[src/rtl/vm_coin_scheduler_if.sv]
// Coin acceptor handshakes, core coin/response wires and sale reporting for vm_coin_scheduler.
// slave is the scheduler side; master is the environment (acceptors, core, host).
interface vm_coin_scheduler_if #(
    parameter int CNT_W = 8
);
    logic             a_valid_i;
    logic [1:0]       a_coin_i;
    logic             a_ready_o;
    logic             b_valid_i;
    logic [1:0]       b_coin_i;
    logic             b_ready_o;
    logic             nickle_o;
    logic             dime_o;
    logic             quarter_o;
    logic             soda_i;
    logic [2:0]       change_i;
    logic             vend_o;
    logic [2:0]       vend_change_o;
    logic [CNT_W-1:0] sale_cnt_o;
    logic             illegal_o;
    logic             busy_o;

    modport slave (
        input  a_valid_i, a_coin_i, b_valid_i, b_coin_i, soda_i, change_i,
        output a_ready_o, b_ready_o, nickle_o, dime_o, quarter_o,
               vend_o, vend_change_o, sale_cnt_o, illegal_o, busy_o
    );

    modport master (
        output a_valid_i, a_coin_i, b_valid_i, b_coin_i, soda_i, change_i,
        input  a_ready_o, b_ready_o, nickle_o, dime_o, quarter_o,
               vend_o, vend_change_o, sale_cnt_o, illegal_o, busy_o
    );
endinterface

[src/rtl/vm_coin_scheduler.sv]
// Round-robin merges two coin acceptors into a FIFO and replays each coin as a one-hot pulse
// two cycles after acceptance; readies drop only while the FIFO (registered count) is full.
module vm_coin_fifo #(
    parameter int W     = 2,
    parameter int DEPTH = 4
) (
    input  logic         i_clk,
    input  logic         i_rst,
    input  logic         i_push,
    input  logic [W-1:0] i_push_dat,
    input  logic         i_pop,
    output logic [W-1:0] o_pop_dat,
    output logic         o_full,
    output logic         o_empty
);
    localparam int AW = $clog2(DEPTH);
    localparam int CW = AW + 1;

    logic [W-1:0]  r_mem [DEPTH];
    logic [AW-1:0] r_wr_ptr;
    logic [AW-1:0] r_rd_ptr;
    logic [CW-1:0] r_count;

    always_ff @(posedge i_clk) begin
        if (i_push) r_mem[r_wr_ptr] <= i_push_dat;
    end

    always_ff @(posedge i_clk) begin
        if (i_rst) begin
            r_wr_ptr <= '0;
            r_rd_ptr <= '0;
            r_count  <= '0;
        end else begin
            if (i_push) r_wr_ptr <= r_wr_ptr + AW'(1);
            if (i_pop)  r_rd_ptr <= r_rd_ptr + AW'(1);
            case ({i_push, i_pop})
                2'b10:   r_count <= r_count + CW'(1);
                2'b01:   r_count <= r_count - CW'(1);
                default: r_count <= r_count;
            endcase
        end
    end

    assign o_pop_dat = r_mem[r_rd_ptr];
    assign o_full    = (r_count == CW'(DEPTH));
    assign o_empty   = (r_count == '0);
endmodule

module vm_coin_scheduler #(
    parameter int DEPTH    = 4,
    parameter int RESP_WIN = 3,
    parameter int GAP_CYC  = 1,
    parameter int CNT_W    = 8
) (
    input  logic                clk_i,
    input  logic                rst_i,
    vm_coin_scheduler_if.slave  bus
);
    localparam int WW = $clog2(RESP_WIN + 2);
    localparam int GW = $clog2(GAP_CYC + 2);

    typedef enum logic [1:0] {S_IDLE, S_ISSUE, S_WAIT, S_GAP} state_t;

    state_t           r_state;
    state_t           w_state_nxt;
    logic [1:0]       r_coin_q;
    logic [WW-1:0]    r_win_cnt;
    logic [GW-1:0]    r_gap_cnt;
    logic             r_rr_b;
    logic             r_vend;
    logic [2:0]       r_vend_change;
    logic [CNT_W-1:0] r_sale_cnt;
    logic             r_illegal;

    logic       w_full;
    logic       w_empty;
    logic       w_a_rdy;
    logic       w_b_rdy;
    logic       w_xfer;
    logic [1:0] w_in_coin;
    logic [1:0] w_head;
    logic       w_push;
    logic       w_pop;
    logic       w_vend;

    // Arbiter: full comes from the registered count, so a same-cycle pop never frees a slot.
    assign w_a_rdy   = !w_full && bus.a_valid_i && (!bus.b_valid_i || !r_rr_b);
    assign w_b_rdy   = !w_full && bus.b_valid_i && (!bus.a_valid_i ||  r_rr_b);
    assign w_xfer    = w_a_rdy || w_b_rdy;
    assign w_in_coin = w_a_rdy ? bus.a_coin_i : bus.b_coin_i;
    assign w_push    = w_xfer && (w_in_coin != 2'b00);

    vm_coin_fifo #(.W(2), .DEPTH(DEPTH)) u_fifo (
        .i_clk      (clk_i),
        .i_rst      (rst_i),
        .i_push     (w_push),
        .i_push_dat (w_in_coin),
        .i_pop      (w_pop),
        .o_pop_dat  (w_head),
        .o_full     (w_full),
        .o_empty    (w_empty)
    );

    always_ff @(posedge clk_i) begin
        if (rst_i) r_state <= S_IDLE;
        else       r_state <= w_state_nxt;
    end

    always_comb begin
        w_state_nxt = r_state;
        w_pop       = 1'b0;
        w_vend      = 1'b0;
        case (r_state)
            S_IDLE: begin
                if (!w_empty) begin
                    w_pop       = 1'b1;
                    w_state_nxt = S_ISSUE;
                end
            end
            S_ISSUE: w_state_nxt = S_WAIT;
            S_WAIT: begin
                w_vend = bus.soda_i;
                if (bus.soda_i || r_win_cnt <= WW'(1))
                    w_state_nxt = (GAP_CYC == 0) ? S_IDLE : S_GAP;
            end
            S_GAP: begin
                if (r_gap_cnt == '0) w_state_nxt = S_IDLE;
            end
            default: w_state_nxt = S_IDLE;
        endcase
    end

    always_ff @(posedge clk_i) begin
        if (rst_i) begin
            r_coin_q      <= '0;
            r_win_cnt     <= '0;
            r_gap_cnt     <= '0;
            r_rr_b        <= 1'b0;
            r_vend        <= 1'b0;
            r_vend_change <= '0;
            r_sale_cnt    <= '0;
            r_illegal     <= 1'b0;
        end else begin
            if (w_pop) r_coin_q <= w_head;
            if (r_state == S_ISSUE)     r_win_cnt <= WW'(RESP_WIN);
            else if (r_state == S_WAIT) r_win_cnt <= r_win_cnt - WW'(1);
            // Gap counter is preloaded outside GAP so it is ready on entry.
            if (r_state == S_GAP) r_gap_cnt <= r_gap_cnt - GW'(1);
            else                  r_gap_cnt <= GW'((GAP_CYC > 0) ? GAP_CYC - 1 : 0);
            if (w_a_rdy)      r_rr_b <= 1'b1;
            else if (w_b_rdy) r_rr_b <= 1'b0;
            r_vend <= w_vend;
            if (w_vend) begin
                r_vend_change <= bus.change_i;
                if (r_sale_cnt != '1) r_sale_cnt <= r_sale_cnt + CNT_W'(1);
            end
            r_illegal <= w_xfer && (w_in_coin == 2'b00);
        end
    end

    assign bus.a_ready_o     = w_a_rdy;
    assign bus.b_ready_o     = w_b_rdy;
    assign bus.nickle_o      = (r_state == S_ISSUE) && (r_coin_q == 2'b01);
    assign bus.dime_o        = (r_state == S_ISSUE) && (r_coin_q == 2'b10);
    assign bus.quarter_o     = (r_state == S_ISSUE) && (r_coin_q == 2'b11);
    assign bus.vend_o        = r_vend;
    assign bus.vend_change_o = r_vend_change;
    assign bus.sale_cnt_o    = r_sale_cnt;
    assign bus.illegal_o     = r_illegal;
    assign bus.busy_o        = (r_state != S_IDLE) || !w_empty;
endmodule

[src/flat_wrapper.sv]
// flat-port wrapper written by rule: the top's interface ports become plain ports
module vm_coin_scheduler_flat 
#(
    parameter int DEPTH    = 4,
    parameter int RESP_WIN = 3,
    parameter int GAP_CYC  = 1,
    parameter int CNT_W    = 8
)
  (clk_i, rst_i, bus_a_valid_i, bus_a_coin_i, bus_b_valid_i, bus_b_coin_i, bus_soda_i, bus_change_i, bus_a_ready_o, bus_b_ready_o, bus_nickle_o, bus_dime_o, bus_quarter_o, bus_vend_o, bus_vend_change_o, bus_sale_cnt_o, bus_illegal_o, bus_busy_o);
  vm_coin_scheduler_if #(.CNT_W(CNT_W)) bus_i ();
  input  logic clk_i;
  input  logic rst_i;
  input wire logic [$bits(bus_i.a_valid_i)-1:0] bus_a_valid_i;
  input wire logic [$bits(bus_i.a_coin_i)-1:0] bus_a_coin_i;
  input wire logic [$bits(bus_i.b_valid_i)-1:0] bus_b_valid_i;
  input wire logic [$bits(bus_i.b_coin_i)-1:0] bus_b_coin_i;
  input wire logic [$bits(bus_i.soda_i)-1:0] bus_soda_i;
  input wire logic [$bits(bus_i.change_i)-1:0] bus_change_i;
  output wire logic [$bits(bus_i.a_ready_o)-1:0] bus_a_ready_o;
  output wire logic [$bits(bus_i.b_ready_o)-1:0] bus_b_ready_o;
  output wire logic [$bits(bus_i.nickle_o)-1:0] bus_nickle_o;
  output wire logic [$bits(bus_i.dime_o)-1:0] bus_dime_o;
  output wire logic [$bits(bus_i.quarter_o)-1:0] bus_quarter_o;
  output wire logic [$bits(bus_i.vend_o)-1:0] bus_vend_o;
  output wire logic [$bits(bus_i.vend_change_o)-1:0] bus_vend_change_o;
  output wire logic [$bits(bus_i.sale_cnt_o)-1:0] bus_sale_cnt_o;
  output wire logic [$bits(bus_i.illegal_o)-1:0] bus_illegal_o;
  output wire logic [$bits(bus_i.busy_o)-1:0] bus_busy_o;
  assign bus_i.a_valid_i = bus_a_valid_i;
  assign bus_i.a_coin_i = bus_a_coin_i;
  assign bus_i.b_valid_i = bus_b_valid_i;
  assign bus_i.b_coin_i = bus_b_coin_i;
  assign bus_i.soda_i = bus_soda_i;
  assign bus_i.change_i = bus_change_i;
  assign bus_a_ready_o = bus_i.a_ready_o;
  assign bus_b_ready_o = bus_i.b_ready_o;
  assign bus_nickle_o = bus_i.nickle_o;
  assign bus_dime_o = bus_i.dime_o;
  assign bus_quarter_o = bus_i.quarter_o;
  assign bus_vend_o = bus_i.vend_o;
  assign bus_vend_change_o = bus_i.vend_change_o;
  assign bus_sale_cnt_o = bus_i.sale_cnt_o;
  assign bus_illegal_o = bus_i.illegal_o;
  assign bus_busy_o = bus_i.busy_o;
  vm_coin_scheduler #(.DEPTH(DEPTH), .RESP_WIN(RESP_WIN), .GAP_CYC(GAP_CYC), .CNT_W(CNT_W)) u_core (.clk_i(clk_i), .rst_i(rst_i), .bus(bus_i));
endmodule
[config.mk]
export PLATFORM = sky130hd
export DESIGN_NAME = vm_coin_scheduler_flat
export DESIGN_NICKNAME = d
export VERILOG_FILES = /design/src/rtl/vm_coin_scheduler_if.sv /design/src/rtl/vm_coin_scheduler.sv /design/src/flat_wrapper.sv
export SDC_FILE = /design/constraint.sdc
export NUM_CORES = 1
export LEC_CHECK = 0
export ABC_CLOCK_PERIOD_IN_PS = 3700
export CORE_UTILIZATION = 40
export CTS_CLUSTER_DIAMETER = 60
export DETAILED_ROUTE_END_ITERATION = 10
export MAX_ROUTING_LAYER = met4
export PLACE_DENSITY_LB_ADDON = 0.2
export SLEW_MARGIN = 10
export SYNTH_ARGS = -nofsm -noshare
export SYNTH_HDL_FRONTEND = slang
export SYNTH_SLANG_ARGS = --single-unit
[constraint.sdc]
create_clock -name clk_i -period 3.7 [get_ports clk_i]
set_input_delay 0.74 -clock clk_i [delete_from_list [all_inputs] [get_ports clk_i]]
set_output_delay 0.74 -clock clk_i [all_outputs]
set_load 0.005 [all_outputs]
# --- Yosys cells after proc, flatten, opt, wreduce, memory -nomap -nowiden ---
# Memories as Yosys holds them, arrays and structs flattened. A register that Yosys moved wholly into a read port is not among the register bits.
# Index checks and enable logic that the tools add are counted.
totals:
  regBits: 28
  ram_bits: 8
  in_bits: 12
  out_inout_bits: 19
  wordCells: 82
  n_memories: 1
mem_list:
  columns: ["memory", "words", "width", "rd", "rd_clocked_by_memory_dff", "wr", "line", "rtl"]
  rows:
  - ["u_core.u_fifo.r_mem", 4, 2, 1, 1, 1, "vm_coin_scheduler.sv:19", "logic [W-1:0] r_mem [DEPTH];"]
classes:
  add_sub_neg: 7
  magnitude_cmp: 1
  eq_ne: 13
  n_mux: 15
  n_bitwise: 1
  reduce_logical: 32
ops:
  columns: ["operator", "count"]
  rows:
  - ["$mux 2", 6]
  - ["$eq 2x2->1 const B", 5]
  - ["$reduce_bool 2->1", 5]
  - ["$logic_and 1x1->1", 9]
  - ["$add 8x1->8 const B", 1]
  - ["$ne 8x8->1 const B", 1]
  - ["$pmux 2 s4", 1]
  - ["$mux 1", 7]
  - ["$eq 2x1->1 const B", 3]
  - ["$logic_not 2->1", 3]
  - ["$pmux 3 s2", 1]
  - ["$sub 3x1->3 const B", 2]
  - ["$logic_not 1->1", 5]
  - ["$logic_or 1x1->1", 5]
  - ["$add 2x1->2 const B", 2]
  - ["$ne 2x1->1 const B", 2]
  - ["$reduce_or 2->1", 2]
  - ["$add 3x1->3 const B", 1]
  - ["$eq 3x3->1 const B", 1]
  - ["$le 3x1->1 const B", 1]
  - ["$logic_not 3->1", 1]
  - ["$reduce_and 3->1", 1]
  - ["$ne 2x2->1 const B", 1]
  - ["$reduce_and 2->1", 1]
  - ["other kinds (2)", 2]

# --- Longest topological paths before layout ---
logic_depth:
  depth_word: 9
  mapped_depth: 10
  ltp_nobuf: 10

# --- Modules after synthesis ---
# From an unflattened synthesis, not the netlist that was laid out.
hier_totals:
  hier_cells: 189
  hier_area_um2: 1873.0
modules_own_cells:
  columns: ["module", "n_inst", "cells_per_inst", "area_per_inst_um2", "seq_area_each_um2"]
  rows:
  - ["vm_coin_scheduler", 1, 132, 1153.6, 460.4]
  - ["vm_coin_fifo", 1, 57, 719.4, 420.4]

# --- Worst setup path before layout ---
# Ideal clock, no wire load.
synth_timing:
  kind: "input-to-reg"
  start: "input bus_a_valid_i"
  end: "register u_core.u_fifo.r_count[2]"
  setup_time_ps: 70
  arrival_time_ps: 2407
  required_time_ps: 3630
  path_slack_ps: 1222
  path_stages: 10
  n_path_buf: 0
  path_cell_list: "a21boi_2 > nand2_2 > o32ai_4 > inv_2 > ha_1 > inv_1 > fa_1 > xor2_1 > or3_1 > a21oi_1"
synth_via:
  elab_chain_cells: 7
  elab_cells_between_ends: 13
  classes_between: "eq/ne (2); mux (2); reduce/logical (9)"
synth_rtl:
  columns: ["element", "line", "rtl"]
  rows:
  - ["from (decl)", "flat_wrapper.sv:13", "input wire logic [$bits(bus_i.a_valid_i)-1:0] bus_a_valid_i;"]
  - ["$logic_and 1x1->1 or $logic_not 1->1 (tied branches)", "vm_coin_scheduler.sv:87, vm_coin_scheduler.sv:88", null]
  - ["$logic_and 1x1->1 or $logic_or 1x1->1 (tied branches)", "vm_coin_scheduler.sv:87, vm_coin_scheduler.sv:88", null]
  - ["$mux 2 or $logic_and 1x1->1 (tied branches)", "vm_coin_scheduler.sv:90, vm_coin_scheduler.sv:88", null]
  - ["$reduce_bool 2->1 or $logic_or 1x1->1 (tied branches)", "vm_coin_scheduler.sv:91, vm_coin_scheduler.sv:89", null]
  - ["$logic_and 1x1->1 (*)", "vm_coin_scheduler.sv:91", "assign w_push = w_xfer && (w_in_coin != 2'b00);"]
  - ["$eq 2x1->1 or $eq 2x2->1 (tied branches)", "vm_coin_scheduler.sv:36", "case ({i_push, i_pop})"]
  - ["$pmux 3 s2 or $reduce_bool 2->1 (tied branches)", null, null]
  - ["to (signal assigned)", "vm_coin_scheduler.sv:37", "2'b10: r_count <= r_count + CW'(1);"]
  - ["to (signal assigned)", "vm_coin_scheduler.sv:38", "2'b01: r_count <= r_count - CW'(1);"]
  - ["to (signal assigned)", "vm_coin_scheduler.sv:39", "default: r_count <= r_count;"]
  - ["to (decl)", "vm_coin_scheduler.sv:22", "logic [CW-1:0] r_count;"]
# Mark *: on every way between the ends. The rest lies on a longest branch, timed or not.
# A chain may end at the register's enable or synchronous reset.

# --- Worst setup path after layout ---
layout_timing:
  start: "input bus_b_valid_i"
  end: "output bus_a_ready_o"
layout_via:
  elab_chain_cells: 3
layout_rtl:
  columns: ["element", "line", "rtl"]
  rows:
  - ["from (decl)", "flat_wrapper.sv:15", "input wire logic [$bits(bus_i.b_valid_i)-1:0] bus_b_valid_i;"]
  - ["$logic_not 1->1", "vm_coin_scheduler.sv:87", "assign w_a_rdy = !w_full && bus.a_valid_i && (!bus.b_valid_i || !r_rr_b);"]
  - ["$logic_or 1x1->1", "vm_coin_scheduler.sv:87", null]
  - ["$logic_and 1x1->1", "vm_coin_scheduler.sv:87", null]
  - ["to (decl)", "flat_wrapper.sv:19", "output wire logic [$bits(bus_i.a_ready_o)-1:0] bus_a_ready_o;"]
# Every way passes these cells.

==> results.yml <==
pwr:
  p_per_area_nw_per_um2: 585.2
  vdd_drop_max_mv: 0.2249
  p_leak_uw: 0.0009132
timing:
  min_period_ns: 2.986
  setup-tns-final_ns: 0
  setup_viol: 0
  worst-slew-pin-transition_ns: 0.8185
  finClkSkew_ns: 0.007609
  min_period_over_period: 0.8069
  timing.fmax_mhz: 335.0
  max-slew-margin-rel: 0.4526
  whs_ns: 0.4132
  slew_violations: 0
  hold_viol_final: 0
  grt_setup_unrepaired: "false"
routing:
  drc: 6
  vias: 1397
  firstDrtPassIters: 6
  antenna_left: 0
  vias_per_cell: 4.885
  dr.first_iter.drc_count: 65
  wl_per_cell_microns: 11.80
  wirelength_mm: 3.375
clock_tree:
  clkLatencyLatePin_ns: 0.29
  hold_buffers: 0
  cts_buffer_depth: 2
  cts_root_buffer: "clkbuf_8"
  cts.sinks: 38
  clk_pin_slew_worst_paths_ns: 0.07
  cts_buffers: 5
  cts_tree: "built"
  cts-resized-gates: 0
  cts_setup_buffers: 0
  h-tree-depth: 2
grt:
  grt_max_degree: 25
  grt_pass1_vias: 1287
  grt_first_pass_wirelength_mm: 5.761
  grt_remaining_overflow: 0
  antenna_found_initial: 0
  grt_usage: 0.1530
logic_synthesis:
  yosys_most_used_dff: "dfxtp_1"
  synth-edff-count: 8
  synth.cell_area_sq_um: 1899
  syn_nets: 226
  synth_cell_types: 38
  synthArstFlopShare: 0
  yosysWarnings: 0
  avgSynthCellArea_sq_um: 9.544
  ys_seq_area_frac: 0.4427
  synth.top_cell.area_share: 0.3162
  synth-seq-cells: 38
  ys_top_cells_by_area: "dfxtp_1 (32%), edfxtp_1 (13%), ha_1 (9.2%)"
  netlist_instances: 199
  synth_top_area_cell: "dfxtp_1"
final_layout:
  area_delta_synth_final_pct: 23.85
  final_area_sq_um: 2352
  antenna_cells: 0
  final_cell_mix: "clkdlybuf4s50_1 (30), dfxtp_1 (30), nor2_1 (28), nand2_1 (24), inv_1 (15)"
  drive_gt1_frac: 0.08120
  final_nets: 260
  fin_util: 0.5293
floorplanning:
  rows: 24
  floorplan.initialDensity: 0.4274
  die_area_sq_um: 5028
  die_y_microns: 70.91
  ioPinCount: 31
  core_sq_um: 4444
  die_w_microns: 70.91
place:
  placed_area_sq_um: 2257
  gp_congestion: 0.7491
  portBuffers: 30
  hpwl_mm: 2.484
status:
  violations: "design-rule violations"
  status: "complete, but fails checks"
setup_path:
  criticalPathCategory: "in -> out"
  crit_fanout: 6
  required_ns: 2.96
  end_kind: "primary output"
  crit_arrival_ns: 2.25
  startpoint_type: "input pin"
min_path:
  hp-class: "reg -> reg"
job:
  cap_violations: 0
==> synth_stat cells (5+ instances only) <==
| cell | instances |
|---|---|
| and2_1 | 5 |
| xor2_1 | 5 |
| nor3_1 | 5 |
| a21oi_1 | 9 |
| dfxtp_1 | 30 |
| nand2b_1 | 8 |
| inv_1 | 15 |
| nor2_1 | 28 |
| nand2_1 | 24 |
| edfxtp_1 | 8 |
| mux2i_1 | 9 |
| ha_1 | 14 |
==> worst paths after layout <==
check | startpoint | to | slack [ns] | cells past startpoint
setup / recovery | bus_b_valid_i | bus_a_ready_o | 0.71 | 5
hold / removal | u_core.r_gap_cnt[0] | u_core.r_gap_cnt[0] | 0.41 | 1
setup reg to reg | u_core.u_fifo.r_count[2] | u_core.u_fifo.r_count[2] | 1.19 | 10
hold reg to reg | u_core.r_gap_cnt[0] | u_core.r_gap_cnt[0] | 0.41 | 1
==> cell families after synthesis <==
family	count (synthesis)	synth area share
compound gates	23	0.08629
xor+xnor	6	0.02767
fa+ha+maj	15	0.1028
buf+inv	21	0.04150
flops	38	0.4427
mux	14	0.09091
simple gates	82	0.2082
==> registers in the layout, indices dropped and copies added (netlist names) <==
register and cells:
u_core.bus.sale_cnt_o 8, u_core.u_fifo.r_mem 8, u_core.bus.vend_change_o 3, u_core.r_win_cnt 3, u_core.u_fifo.r_count 3, u_core.r_coin_q 2
u_core.r_gap_cnt 2, u_core.r_state 2, u_core.u_fifo.r_rd_ptr 2, u_core.u_fifo.r_wr_ptr 2, u_core.bus.illegal_o 1, u_core.bus.vend_o 1
u_core.r_rr_b 1
==> cell type report <==
type / instances / area [sq um]
Fill cell: 423 / 2092
Multi-Input combinational cell: 140 / 979.7
Sequential cell: 38 / 840.8
Timing Repair Buffer: 31 / 307.8
Clock buffer: 6 / 82.58
Tap cell: 52 / 65.06
Inverter: 17 / 63.81
Clock inverter: 2 / 12.51
==> report_power, final <==
part	leakage, uW	total, uW	internal [uW]	switching (uW)
Sequential	0.000318	572	505	67.3
Combinational	0.000548	506	250	256
Clock	0.0000472	298	150	148
==> layer usage <==
layer | vias up | track usage | share of wire
met4 | 0 | 0.07333 | 0.017
met3 | 6 | 0.03134 | 0.041
met1 | 628 | 0.1903 | 0.49
li1 | 733 | - | -
met2 | 30 | 0.2382 | 0.45
met5 | - | - | 0
==> critical path, stage by stage <==
cell and delay (ns):
clkdlybuf4s50_1 0.49, a21boi_2 0.27, nand2_2 0.17, inv_1 0.08
clkdlybuf4s50_1 0.49
==> metrics by stage <==
| step | total power (uW) | setup slack (ns) | cells |
|---|---|---|---|
| 3_5_place_dp | 1093 | 0.5748 | 278 |
| 3_3_place_gp | 1082 | 0.6405 | 278 |
| 6_report | 1377 | 0.7145 | 286 |
| 2_1_floorplan | 941.8 | 1.222 | 199 |
| 5_1_grt | 1489 | 0.6438 | 286 |
| 4_1_cts | 1395 | 0.7130 | 286 |
No activity file was read; power rests on OpenSTA's default activity.
